[src/rtl/voxguard_pkg.sv]
// Shared definitions for the voice RX deframer: sync word, seed length,
// checksum width and the deframer FSM encoding.
package voxguard_pkg;

    localparam logic [15:0] SYNC_WORD  = 16'hCAFE;
    localparam int          SEED_BYTES = 4;
    localparam int          CSUM_W     = 8;

    typedef enum logic [2:0] {
        ST_HUNT_HI,
        ST_HUNT_LO,
        ST_SEED,
        ST_PAY_HI,
        ST_PAY_LO,
        ST_CHECK
    } rx_state_e;

    function automatic logic [7:0] sat_add8(input logic [7:0] a, input logic [8:0] b);
        logic [9:0] s;
        s = {2'b00, a} + {1'b0, b};
        return (s > 10'd255) ? 8'hFF : s[7:0];
    endfunction

endpackage

[src/rtl/rx_word_fifo.sv]
// 16-bit word FIFO with synchronous flush; a push into a full FIFO succeeds
// only when a pop happens in the same cycle.
module rx_word_fifo #(
    parameter int DEPTH = 8,
    localparam int AW = $clog2(DEPTH)
) (
    input  logic          clk,
    input  logic          rst_n,
    input  logic          push_i,
    input  logic [15:0]   data_i,
    input  logic          pop_i,
    input  logic          flush_i,
    output logic [15:0]   data_o,
    output logic          full_o,
    output logic          empty_o,
    output logic [AW:0]   count_o
);

    logic [15:0]   mem_q [DEPTH];
    logic [AW-1:0] wr_ptr_q, rd_ptr_q;
    logic [AW:0]   cnt_q;
    logic          do_push, do_pop;

    assign empty_o = (cnt_q == '0);
    assign full_o  = (cnt_q == (AW+1)'(DEPTH));
    assign count_o = cnt_q;
    assign data_o  = mem_q[rd_ptr_q];
    assign do_pop  = pop_i && !empty_o;
    assign do_push = push_i && (!full_o || do_pop);

    always_ff @(posedge clk or negedge rst_n) begin
        if (!rst_n) begin
            wr_ptr_q <= '0;
            rd_ptr_q <= '0;
            cnt_q    <= '0;
        end else if (flush_i) begin
            wr_ptr_q <= '0;
            rd_ptr_q <= '0;
            cnt_q    <= '0;
        end else begin
            if (do_push) wr_ptr_q <= wr_ptr_q + 1'b1;
            if (do_pop)  rd_ptr_q <= rd_ptr_q + 1'b1;
            cnt_q <= cnt_q + (AW+1)'(do_push) - (AW+1)'(do_pop);
        end
    end

    always_ff @(posedge clk) begin
        if (do_push && !flush_i) mem_q[wr_ptr_q] <= data_i;
    end

endmodule

[src/rtl/voice_rx_deframer.sv]
// Hunts CAFE sync, captures the chaotic seed and reassembles ciphertext words
// into a FIFO. Define RX_CHECKSUM_EN to expect a trailing XOR checksum byte.
module voice_rx_deframer
    import voxguard_pkg::*;
#(
    parameter int PAYLOAD_WORDS  = 32,
    parameter int FIFO_DEPTH     = 8,
    parameter int TIMEOUT_CYCLES = 50000
) (
    input  logic        clk,
    input  logic        rst_n,
    input  logic [7:0]  rx_byte,
    input  logic        rx_byte_valid,
    output logic [15:0] payload_data,
    output logic        payload_valid,
    input  logic        payload_ready,
    output logic        next_key_en,
    output logic        sync_en,
    output logic [31:0] sync_state_out,
    output logic        locked,
    output logic        frame_done,
    output logic        frame_err,
    output logic [7:0]  drop_cnt
);

    localparam int WCW = $clog2(PAYLOAD_WORDS + 1);
    localparam int GW  = $clog2(TIMEOUT_CYCLES + 1);
    localparam int CW  = $clog2(FIFO_DEPTH) + 1;

    rx_state_e      state_q, state_d;
    logic [1:0]     seed_cnt_q, seed_cnt_d;
    logic [23:0]    seed_sh_q, seed_sh_d;
    logic [31:0]    sync_state_q, sync_state_d;
    logic           sync_en_q, sync_en_d, locked_q, locked_d;
    logic           frame_done_q, frame_done_d, frame_err_q, frame_err_d;
    logic [7:0]     hi_q, hi_d, drop_q, drop_d;
    logic [15:0]    word_q, word_d;
    logic           push_q, push_d;
    logic [WCW-1:0] word_cnt_q, word_cnt_d;
    logic [GW-1:0]  gap_q, gap_d;
`ifdef RX_CHECKSUM_EN
    logic [CSUM_W-1:0] csum_q, csum_d;
`endif

    logic          flush, pop, fifo_full, fifo_empty, hunting, timeout, push_drop;
    logic [CW-1:0] fifo_cnt, flush_drop;

    // Pops are held off while the new seed is being presented so the
    // keystream is re-seeded before any word consumes it.
    assign payload_valid  = !fifo_empty && !sync_en_q;
    assign pop            = payload_valid && payload_ready;
    assign next_key_en    = pop;
    assign sync_en        = sync_en_q;
    assign sync_state_out = sync_state_q;
    assign locked         = locked_q;
    assign frame_done     = frame_done_q;
    assign frame_err      = frame_err_q;
    assign drop_cnt       = drop_q;

    assign hunting    = (state_q == ST_HUNT_HI) || (state_q == ST_HUNT_LO);
    assign timeout    = !rx_byte_valid && !hunting && (gap_q == GW'(TIMEOUT_CYCLES - 1));
    assign push_drop  = push_q && fifo_full && !pop;
    assign flush_drop = flush ? (fifo_cnt - CW'(pop)) : '0;

    rx_word_fifo #(.DEPTH(FIFO_DEPTH)) u_fifo (
        .clk     (clk),
        .rst_n   (rst_n),
        .push_i  (push_q),
        .data_i  (word_q),
        .pop_i   (pop),
        .flush_i (flush),
        .data_o  (payload_data),
        .full_o  (fifo_full),
        .empty_o (fifo_empty),
        .count_o (fifo_cnt)
    );

    always_comb begin
        state_d      = state_q;
        seed_cnt_d   = seed_cnt_q;
        seed_sh_d    = seed_sh_q;
        sync_state_d = sync_state_q;
        sync_en_d    = 1'b0;
        locked_d     = locked_q;
        frame_done_d = 1'b0;
        frame_err_d  = 1'b0;
        hi_d         = hi_q;
        word_d       = word_q;
        push_d       = 1'b0;
        word_cnt_d   = word_cnt_q;
        flush        = 1'b0;
`ifdef RX_CHECKSUM_EN
        csum_d       = csum_q;
`endif
        gap_d  = (rx_byte_valid || hunting) ? '0 : gap_q + 1'b1;
        drop_d = sat_add8(drop_q, 9'(flush_drop) + 9'(push_drop));

        if (timeout) begin
            state_d     = ST_HUNT_HI;
            frame_err_d = 1'b1;
            locked_d    = 1'b0;
        end else if (rx_byte_valid) begin
            case (state_q)
                ST_HUNT_HI: if (rx_byte == SYNC_WORD[15:8]) state_d = ST_HUNT_LO;
                ST_HUNT_LO: begin
                    seed_cnt_d = '0;
                    if (rx_byte == SYNC_WORD[7:0])       state_d = ST_SEED;
                    else if (rx_byte != SYNC_WORD[15:8]) state_d = ST_HUNT_HI;
                end
                ST_SEED: begin
                    seed_sh_d  = {seed_sh_q[15:0], rx_byte};
                    seed_cnt_d = seed_cnt_q + 1'b1;
                    if (seed_cnt_q == 2'(SEED_BYTES - 1)) begin
                        sync_state_d = {seed_sh_q, rx_byte};
                        sync_en_d    = 1'b1;
                        locked_d     = 1'b1;
                        flush        = 1'b1;
                        word_cnt_d   = '0;
`ifdef RX_CHECKSUM_EN
                        csum_d       = '0;
`endif
                        state_d      = ST_PAY_HI;
                    end
                end
                ST_PAY_HI: begin
                    hi_d    = rx_byte;
`ifdef RX_CHECKSUM_EN
                    csum_d  = csum_q ^ rx_byte;
`endif
                    state_d = ST_PAY_LO;
                end
                ST_PAY_LO: begin
                    word_d     = {hi_q, rx_byte};
                    push_d     = 1'b1;
                    word_cnt_d = word_cnt_q + 1'b1;
`ifdef RX_CHECKSUM_EN
                    csum_d     = csum_q ^ rx_byte;
`endif
                    if (word_cnt_q == WCW'(PAYLOAD_WORDS - 1)) begin
`ifdef RX_CHECKSUM_EN
                        state_d      = ST_CHECK;
`else
                        state_d      = ST_HUNT_HI;
                        frame_done_d = 1'b1;
                        locked_d     = 1'b0;
`endif
                    end else begin
                        state_d = ST_PAY_HI;
                    end
                end
`ifdef RX_CHECKSUM_EN
                ST_CHECK: begin
                    frame_done_d = (rx_byte == csum_q);
                    frame_err_d  = (rx_byte != csum_q);
                    locked_d     = 1'b0;
                    state_d      = ST_HUNT_HI;
                end
`endif
                default: state_d = ST_HUNT_HI;
            endcase
        end
    end

    always_ff @(posedge clk or negedge rst_n) begin
        if (!rst_n) begin
            state_q      <= ST_HUNT_HI;
            seed_cnt_q   <= '0;
            seed_sh_q    <= '0;
            sync_state_q <= '0;
            sync_en_q    <= 1'b0;
            locked_q     <= 1'b0;
            frame_done_q <= 1'b0;
            frame_err_q  <= 1'b0;
            hi_q         <= '0;
            word_q       <= '0;
            push_q       <= 1'b0;
            word_cnt_q   <= '0;
            gap_q        <= '0;
            drop_q       <= '0;
`ifdef RX_CHECKSUM_EN
            csum_q       <= '0;
`endif
        end else begin
            state_q      <= state_d;
            seed_cnt_q   <= seed_cnt_d;
            seed_sh_q    <= seed_sh_d;
            sync_state_q <= sync_state_d;
            sync_en_q    <= sync_en_d;
            locked_q     <= locked_d;
            frame_done_q <= frame_done_d;
            frame_err_q  <= frame_err_d;
            hi_q         <= hi_d;
            word_q       <= word_d;
            push_q       <= push_d;
            word_cnt_q   <= word_cnt_d;
            gap_q        <= gap_d;
            drop_q       <= drop_d;
`ifdef RX_CHECKSUM_EN
            csum_q       <= csum_d;
`endif
        end
    end

endmodule

[config.mk]
export PLATFORM = sky130hd
export DESIGN_NAME = voice_rx_deframer
export DESIGN_NICKNAME = d
export VERILOG_FILES = /design/src/rtl/voxguard_pkg.sv /design/src/rtl/rx_word_fifo.sv /design/src/rtl/voice_rx_deframer.sv
export SDC_FILE = /design/constraint.sdc
export NUM_CORES = 1
export LEC_CHECK = 0
export CAP_MARGIN = 20
export CORE_UTILIZATION = 47
export DETAILED_ROUTE_END_ITERATION = 16
export GPL_TIMING_DRIVEN = 0
export HOLD_SLACK_MARGIN = 0.06
export PLACE_DENSITY = 0.66
export SLEW_MARGIN = 15
export SYNTH_ARGS = -nofsm -noshare
export SYNTH_HDL_FRONTEND = slang
export SYNTH_SLANG_ARGS = --single-unit
[constraint.sdc]
create_clock -name clk -period 3.47 [get_ports clk]
set_clock_uncertainty 0.15 [all_clocks]
set_input_delay 0.694 -clock clk [delete_from_list [all_inputs] [get_ports clk]]
set_output_delay 0.694 -clock clk [all_outputs]
set_load 0.03 [all_outputs]
==> results of run 1 <==
-- state kept, by name, indices dropped and copies added (netlist names) --
signal           cells
drop_cnt             8
frame_done           1
frame_err            1
gap_q               16
hi_q                 8
locked               1
push_q               1
seed_cnt_q           2
seed_sh_q           24
state_q              3
sync_en              1
sync_state_out      32
u_fifo.count_o       4
u_fifo.mem_q       128
u_fifo.rd_ptr_q      3
u_fifo.wr_ptr_q      3
word_cnt_q           6
word_q              16
-- synthesized netlist by cell type (3+ instances only) --
library cell  count  share of area
o21ai_0           9         0.0042
clkbuf_1          4         0.0014
ha_1             17          0.020
nand2_1         111          0.039
a21oi_1           4         0.0019
mux2i_1           3         0.0028
buf_6             4         0.0042
nor2_1           49          0.017
nor2b_1           5         0.0029
nand3_1          10         0.0047
dfrtp_1         130           0.31
edfxtp_1        128           0.36
mux2_2           65          0.069
nand4_1           9         0.0053
buf_2            14         0.0066
nand3b_1          3         0.0021
a22o_1            3         0.0025
and2_1            5         0.0029
fa_1              3         0.0056
inv_1            17         0.0060
and3_1            4         0.0023
nand2b_1          8         0.0047
nor3_1            5         0.0023
xnor2_1           9         0.0074
xor2_1           18          0.015
mux4_2           32          0.068
-- power groups by stage --
stage               Combinational (uW)  Clock [uW]  Sequential, uW
global route                      2030        2920            3340
CTS                               1920        2790            3340
global placement                  1950           0            3390
finish                            1880        2730            3340
floorplan                         1410           0            3380
detailed placement                2010           0            3400
-- cell usage in the layout, fill, tap and decap left out, types with 11 or more instances in the layout --
cell type        Yosys  final
mux2_2              65     65
inv_1               17     17
nand2_1            111    111
nor2_1              49     43
clkbuf_1             4     11
ha_1                17     17
xor2_1              18     18
mux4_2              32     32
buf_2               14     15
clkdlybuf4s50_1      0     56
clkbuf_16            0     27
edfxtp_1           128    128
dlygate4sd2_1        0     16
dfrtp_1            130    130
-- kinds of logic after synthesis --
logic type / count (synthesis)
flops: 258
simple gates: 228
mux: 100
buf+inv: 46
compound gates: 32
xor+xnor: 27
fa+ha+maj: 20
-- layer usage --
layer  vias up  global-route usage
li1       2784                   -
met1      3125               0.258
met3        41              0.0293
met4         0              0.0476
met2       143               0.331
met5         -                   0
-- area by class of cell --
class                           count  area (um2)
Clock inverter                      6        60.1
Buffer                             29         190
Sequential cell                   258        7100
Clock buffer                       41         788
Tap cell                          280         350
Timing Repair Buffer               85         897
Inverter                           17        63.8
Multi-Input combinational cell    407        3350
Fill cell                        1704        9230
-- worst reg2reg max path: stages (launching register included) --
cell	delay [ns]
dfrtp_1	0.37
inv_1	0.11
ha_1	0.29
a211oi_4	0.31
ha_1	0.28
nor2_1	0.17
fa_1	0.23
inv_1	0.06
fa_1	0.38
nor2b_1	0.16
o21ai_0	0.10
nand2b_1	0.21
nor2_1	0.10
a22oi_1	0.26
-- timing repair --
action                                  4_1_cts  5_1_grt
endpoints found under the setup margin       24        8
hold buffers                                  1        0
cloned                                        0        0
endpoints found under the hold margin         6        0
pin swaps                                     0        1
setup buffers                                 0        1
resized for setup                            19        4
-- through the flow --
step / util / setup TNS [ns] / instance area (um2) / power [uW]
4_1_cts: 0.580 / 0 / 12800 / 8050
3_3_place_gp: 0.533 / -506.92 / 11700 / 5340
2_1_floorplan: - / 0 / 10700 / 4780
3_5_place_dp: 0.542 / -4.18 / 11900 / 5400
5_1_grt: 0.581 / 0 / 12800 / 8290
6_report: 0.581 / 0 / 12800 / 7950
-- path summary, 6_finish.rpt --
kind / to / slack [ns] / cells after the start
setup / recovery: payload_data[7] / 0.10 / 5
hold / removal: gap_q[0] / 0.30 / 1
setup reg to reg: drop_cnt[7] / 0.23 / 13
hold reg to reg: gap_q[0] / 0.30 / 1
max in group asynchronous: drop_cnt[2] / 1.86 / 3
min in group asynchronous: seed_sh_q[17] / 0.61 / 2
==> results.cfg, run 1 <==
[placement]
gp_congestion = 0.829
place_inst = 1074
pre_cts_slack_ns = -0.575
io_buffers = 73
dp_hpwl_um = 14600

[die]
start_util = 0.484
die-area_um2 = 23300
coreArea_um2 = 22000
fp.dieW_um = 153
die_y_um = 153
pin_count = 74
row_count = 54

[cells_and_area]
synthToLayoutAreaGrowth_pct = 20.1
diodes = 0
drive_gt1_frac = 0.233
finalNonFillerCells = 1123
nNetsFinal = 856

[worst_setup_path]
end_kind = primary output
startpoint_type = register
worstSetupPathType = register to primary output
arrival_ns = 2.52
worstReg2RegStart = u_fifo.count_o[2]
crit_chain = buf_2, buf_6, mux4_2, mux2_2, dlygate4sd2_1
slowest_delay_ns = 0.52
cp_max_fo = 10
worstPathBufferInverterCount = 3
cp_top_family = buffers and inverters
crit_required_ns = 2.63
slowest_stage = mux4_2
critPathLaunch = u_fifo.rd_ptr_q[0]

[sta]
final-hold-violation-count = 0
relSlewSlack = 0.544
tightest_slew_ns = 0.683
setup-violations-final = 0
max_freq_mhz = 297
period_share = 0.970
rsz0062_at_grt = no
finalHoldWorstSlack_ns = 0.304
layout_setup_ws_ns = 0.103
post-route-min-period_ns = 3.37
slew_violations = 0

[clock_tree]
clockRootBuffer = clkbuf_16
cts_buffers = 26
clkSinkCount = 258
insertion_delay_ns = 0.52
htreeDepth = 1
cts_buffer_depth = 3
clk_pin_slew_ns = 0.06
cts_tree = yes

[synthesis]
synth_cell_types = 62
synth_compound_area_frac = 0.0223
async_flop_share = 0.504
ys_ff_latch = 258
ys_warn_count = 0
avgSynthCellArea_um2 = 15.0
synth_top_family_by_area = multiplexers
synth_adder_area_share = 0.0256
synth_area_um2 = 10700
synth_nets = 743
postSynthCellCount = 711
muxShareOfSynthArea = 0.139
synth_simple_gate_area_frac = 0.101
synth_xor_area_frac = 0.0222
synth_ff_type = dfrtp_1
yosysSeqAreaShare = 0.666
synth_edf_count = 128

[drt]
wirelength_um = 21500
dr.pass1.iters = 10
drtIter0Drc = 312
maxUsedRoutingLayer = met4
drc = 2
ant_nets = 0
wl_per_cell_um = 19.2
via_per_inst = 5.43
dr_wl_met2_um = 10500
routed-via-count = 6093
wl_met1_um = 9510
wl_met3_um = 1000

[global_routing]
overflow = 0
grt_pass1_vias = 6528
grt.total_usage = 0.192
grt_pass1_wl_um = 35100
grt_max_degree = 74
antenna_found_initial = 0

[power_and_ir_drop]
p_seq_frac = 0.420
p_clk_frac = 0.344
vdd_drop_max_v = 0.000438
power.share.switching = 0.274
p_switching_uw = 2180
powerDensity_nw_per_um2 = 621
power_frac_comb = 0.237
p_leak_uw = 0.00524
internal-power_uw = 5770

[hold_path]
hold_start = gap_q[0]
hold_class = register to register

[run]
cap_viol_max_count = 0

[outcome]
outcome = finished with violations
failed_checks = design-rule violations
Note: power is estimated with default switching activity, not from simulation.
==> inputs of run 2 (changes only) <==
CAP_MARGIN = unset   (was 20)
CTS_BUF_LIST = sky130_fd_sc_hd__clkbuf_16   (was unset)
SLEW_MARGIN = 5   (was 15)
==> run 2 against run 1 <==
Effect of this change: worst hold slack better by 0.0016 ns; critical path type unchanged; utilization barely moved; die area did not move; critical path depth did not move; first-iteration DRC count down 24%; sequential share of layout area hardly changed; the flow still finishes with violations (design-rule violations); via count fell by 0.11%; sequential cell count did not move; global-route usage is 0.15 points lower; power shrank 1.0%; setup slack improved by 0.013 ns.
==> results.cfg, run 2 (same netlist as run 1, synthesis figures left out) <==
[placement]
pre_cts_slack_ns = -0.577
gp_congestion = 0.829
io_buffers = 73
dp_hpwl_um = 14600

[cells_and_area]
synthToLayoutAreaGrowth_pct = 20.1
diodes = 0
largest-register = u_fifo.mem_q
largest_reg_flops = 128
nNetsFinal = 857
final_cell_mix = dfrtp_1 (130), edfxtp_1 (128), nand2_1 (111)
drive_gt1_frac = 0.231
mostFrequentLayoutCell = dfrtp_1

[worst_setup_path]
worstSetupPathType = register to primary output
end_kind = primary output
cp_max_fo = 10
arrival_ns = 2.51
crit_chain = clkbuf_4, buf_6, mux4_2, mux2_2, dlygate4sd2_1
r2r_end = drop_cnt[2]
crit_required_ns = 2.63
reg2regPathDepth = 13
slowest_delay_ns = 0.52
reg2reg_slack_ns = 0.27
startpoint_type = register
worstReg2RegStart = u_fifo.count_o[2]
slowest_stage = mux4_2

[sta]
finalHoldWorstSlack_ns = 0.306
layout_setup_ws_ns = 0.116
relSlewSlack = 0.552
period_share = 0.967
setup-violations-final = 0
final-hold-violation-count = 0
slew_violations = 0
post-route-min-period_ns = 3.35
max_freq_mhz = 298
tightest_slew_ns = 0.671

[die]
die-area_um2 = 23300
fp.dieW_um = 153
die_y_um = 153
start_util = 0.484
pin_count = 74
coreArea_um2 = 22000
row_count = 54

[hold_path]
hold_end = gap_q[0]
hold_start = gap_q[0]
min_path_cells = 1
hold_class = register to register

[power_and_ir_drop]
power_frac_comb = 0.242
vdd_drop_max_v = 0.000384
p_switching_uw = 2230
p_leak_uw = 0.00526
internal-power_uw = 5640
powerDensity_nw_per_um2 = 615
power.share.switching = 0.283
p_seq_frac = 0.424
p_clk_frac = 0.335

[clock_tree]
clockRootBuffer = clkbuf_16
cts_buffer_depth = 3
htreeDepth = 1
clk_pin_slew_ns = 0.06
cts_buffers = 26
clkSinkCount = 258
cts_tree = yes
insertion_delay_ns = 0.53

[drt]
wirelength_um = 21400
routed-via-count = 6086
drc = 2
via_per_inst = 5.41
ant_nets = 0
wl_per_cell_um = 19.0
drtIter0Drc = 236
dr.pass1.iters = 10

[global_routing]
grt.busiest_layer = met2
grt_max_degree = 74
grt.total_usage = 0.191
grt_util_met3 = 0.0333
met2_usage = 0.331
antenna_found_initial = 0
met1_usage = 0.252
grt_pass1_wl_um = 34900
grt_pass1_vias = 6531
overflow = 0

[outcome]
outcome = finished with violations
failed_checks = design-rule violations

[run]
cap_viol_max_count = 0
run 2: cell type report:
cell class	instances	area [um2]
plain buffers	29	200
repair buffers	86	930
well taps	280	350
multi-input cells	407	3340
flip-flops and latches	258	7100
inverters	17	63.8
fillers	1699	9230
clock inverters	21	141
clock buffers	27	676
run 2: per-layer routing:
metal | vias up | wire, um
li1 | 2784 | -
met1 | 3134 | 9450
met3 | 42 | 907
met5 | - | 0
met2 | 126 | 10600
met4 | 0 | 457
run 2: how the worst max path moves through the flow:
stage                      end                from  slack, ns  cells past startpoint
2_1_floorplan      drop_cnt[5]       payload_ready       0.12                     12
3_3_place_gp       drop_cnt[6]               rst_n      -3.28                      1
3_5_place_dp       drop_cnt[2]       payload_ready      -0.58                     13
4_1_cts            drop_cnt[2]   u_fifo.count_o[2]       0.04                     13
5_1_grt            drop_cnt[2]   u_fifo.count_o[2]     -0.004                     13
6_report       payload_data[7]  u_fifo.rd_ptr_q[0]       0.12                      5
run 2: critical path: cells and delay by family (launching register included):
family,cells,cell delay [ns]
buffers and inverters,3,0.80
muxes,2,0.83
DFF,1,0.35
run 2: power groups by stage:
stage,clock (uW),combinational [uW],sequential (uW)
after floorplan,0,1410,3380
after global placement,0,1950,3390
after detailed placement,0,2010,3400
after CTS,2690,1920,3330
after global routing,2800,2060,3340
final,2630,1900,3340
run 2: through the flow:
stage,std cells,total power [uW],setup TNS (ns),util,area [um2]
finish,1125,7870,0,0.581,12800
global route,1125,8200,-0.00360,0.581,12800
CTS,1123,7950,0,0.580,12800
detailed placement,1074,5410,-4.15,0.543,12000
global placement,1064,5340,-506.92,0.533,11700
floorplan,711,4780,0,-,10700
run 2: repair_timing:
| action | 4_1_cts | 5_1_grt |
|---|---|---|
| endpoints found under the setup margin | 24 | 10 |
| hold buffers | 1 | 0 |
| cloned | 0 | 0 |
| buffers inserted | 0 | 2 |
| resized for setup | 19 | 6 |
| pin swaps | 0 | 1 |
| hold endpoints to repair | 32 | 0 |
==> inputs of run 3 (changes only) <==
CELL_PAD_IN_SITES_DETAIL_PLACEMENT = 1   (was unset)
CELL_PAD_IN_SITES_GLOBAL_PLACEMENT = 1   (was unset)
PLACE_DENSITY = unset   (was 0.66)
PLACE_DENSITY_LB_ADDON = 0.1   (was unset)
==> run 3 against run 2 <==
Effect of this change: the flow still finishes with violations (design-rule violations); sequential cell count stayed put; non-clock buffer count shrank 1; setup slack got worse by 0.0049 ns; wire length is 14% higher; critical endpoint is now payload_data[14]; largest cell class unchanged.
==> results.cfg, run 3 (same netlist as run 1, synthesis figures left out) <==
[outcome]
outcome = finished with violations
failed_checks = design-rule violations

[clock_tree]
clkSinkCount = 258
cts_buffer_depth = 3
htreeDepth = 1
clk_pin_slew_ns = 0.06
clockRootBuffer = clkbuf_16
insertion_delay_ns = 0.53
cts_tree = yes
cts_buffers = 27

[sta]
slew_violations = 0
max_freq_mhz = 298
period_share = 0.968
rsz0062_at_grt = no
setup-violations-final = 0
tightest_slew_ns = 0.675
post-route-min-period_ns = 3.36
relSlewSlack = 0.549
final-hold-violation-count = 0
finalHoldWorstSlack_ns = 0.311

[cells_and_area]
largest-register = u_fifo.mem_q
post-route-util = 0.580
nNetsFinal = 857
drive_gt1_frac = 0.234
final_cell_area_um2 = 12800
synthToLayoutAreaGrowth_pct = 20.0
finalNonFillerCells = 1126
largest_reg_flops = 128
diodes = 0
final_cell_mix = dfrtp_1 (130), edfxtp_1 (128), nand2_1 (111)
mostFrequentLayoutCell = dfrtp_1

[drt]
drc = 2
wirelength_um = 24400
via_per_inst = 5.45
dr.pass1.iters = 12
routed-via-count = 6139
drtIter0Drc = 298
ant_nets = 0
wl_per_cell_um = 21.6

[worst_setup_path]
cp_max_fo = 10
end_kind = primary output
worstPathBufferInverterCount = 3
slowest_stage = mux4_2
crit_chain = clkbuf_4, buf_6, mux4_2, mux2_2, dlygate4sd2_1
arrival_ns = 2.52
slowest_delay_ns = 0.52
worstSetupPathType = register to primary output
startpoint_type = register
crit_required_ns = 2.63
cp_top_family = multiplexers

[power_and_ir_drop]
p_switching_uw = 2270
power.share.switching = 0.284
p_clk_frac = 0.342
p_leak_uw = 0.00527
internal-power_uw = 5720
vdd_drop_max_v = 0.000300
powerDensity_nw_per_um2 = 625
power_frac_comb = 0.240
p_seq_frac = 0.418
fin_total_pwr_uw = 7990

[die]
die_y_um = 153
start_util = 0.484
coreArea_um2 = 22000
row_count = 54
pin_count = 74
die-area_um2 = 23300
fp.dieW_um = 153

[placement]
placed_area_um2 = 11900
dp_hpwl_um = 16800
place_inst = 1074
io_buffers = 73
gp_congestion = 0.799

[global_routing]
overflow = 0
antenna_found_initial = 0
grt_pass1_wl_um = 39200
grt_pass1_vias = 6867
grt.total_usage = 0.219
grt_max_degree = 80

[hold_path]
hold_class = register to register

[run]
cap_viol_max_count = 0
## run 3: repair_timing
item                       CTS  global route
buffers inserted             0             1
setup endpoints to repair   21            13
hold buffers                 1             0
pin swaps                    0             1
hold endpoints to repair    51             0
resized for setup           22             4
## run 3: final cells by class
cell class	count	area, um2
inverter	17	63.8
buffer	29	201
timing repair buffer	85	890
clock inverter	23	160
sequential	258	7100
multi-input combinational	407	3350
clock buffer	27	676
tap	280	350
fill	2089	9240
## run 3: metal layers
layer	vias up	share of wire	global-route usage	wire (um)
met5	-	0	0	0
met1	3228	0.43	0.284	10500
met4	0	0.016	0.0476	396
met2	101	0.52	0.395	12800
li1	2780	-	-	-
met3	30	0.028	0.0296	689
## run 3: path summary, 6_finish.rpt
check	slack, ns	endpoint	start	cells after the start
hold / removal	0.31	gap_q[0]	gap_q[0]	1
setup reg to reg	0.30	drop_cnt[5]	u_fifo.count_o[2]	13
setup / recovery	0.11	payload_data[14]	u_fifo.rd_ptr_q[0]	5
max in group asynchronous	1.87	sync_state_out[28]	rst_n	3
hold reg to reg	0.31	gap_q[0]	gap_q[0]	1
min in group asynchronous	0.54	sync_state_out[3]	rst_n	2
## run 3: power by group through the flow
stage	registers [uW]	clock network, uW	logic [uW]
2_1_floorplan	3380	0	1410
3_3_place_gp	3390	0	1960
3_5_place_dp	3400	0	2030
4_1_cts	3340	2790	1950
5_1_grt	3350	2900	2070
6_report	3340	2730	1920
## run 3: worst register-to-register path, cell delays in order (launching register included)
cell and delay (ns):
dfrtp_1 0.37, inv_1 0.09, ha_1 0.28, a211oi_4 0.29, ha_1 0.27, nor2_1 0.15
fa_1 0.23, inv_1 0.06, fa_1 0.39, nor2b_1 0.15, o21ai_0 0.09, nand2b_1 0.23
nand3_2 0.19, nand3b_1 0.14
## run 3: per-stage QoR
stage / setup TNS [ns] / setup slack (ns)
2_1_floorplan: 0 / 0.120
3_3_place_gp: -530.12 / -3.45
3_5_place_dp: -4.17 / -0.562
4_1_cts: 0 / 0.0181
5_1_grt: 0 / 0.0229
6_report: 0 / 0.111
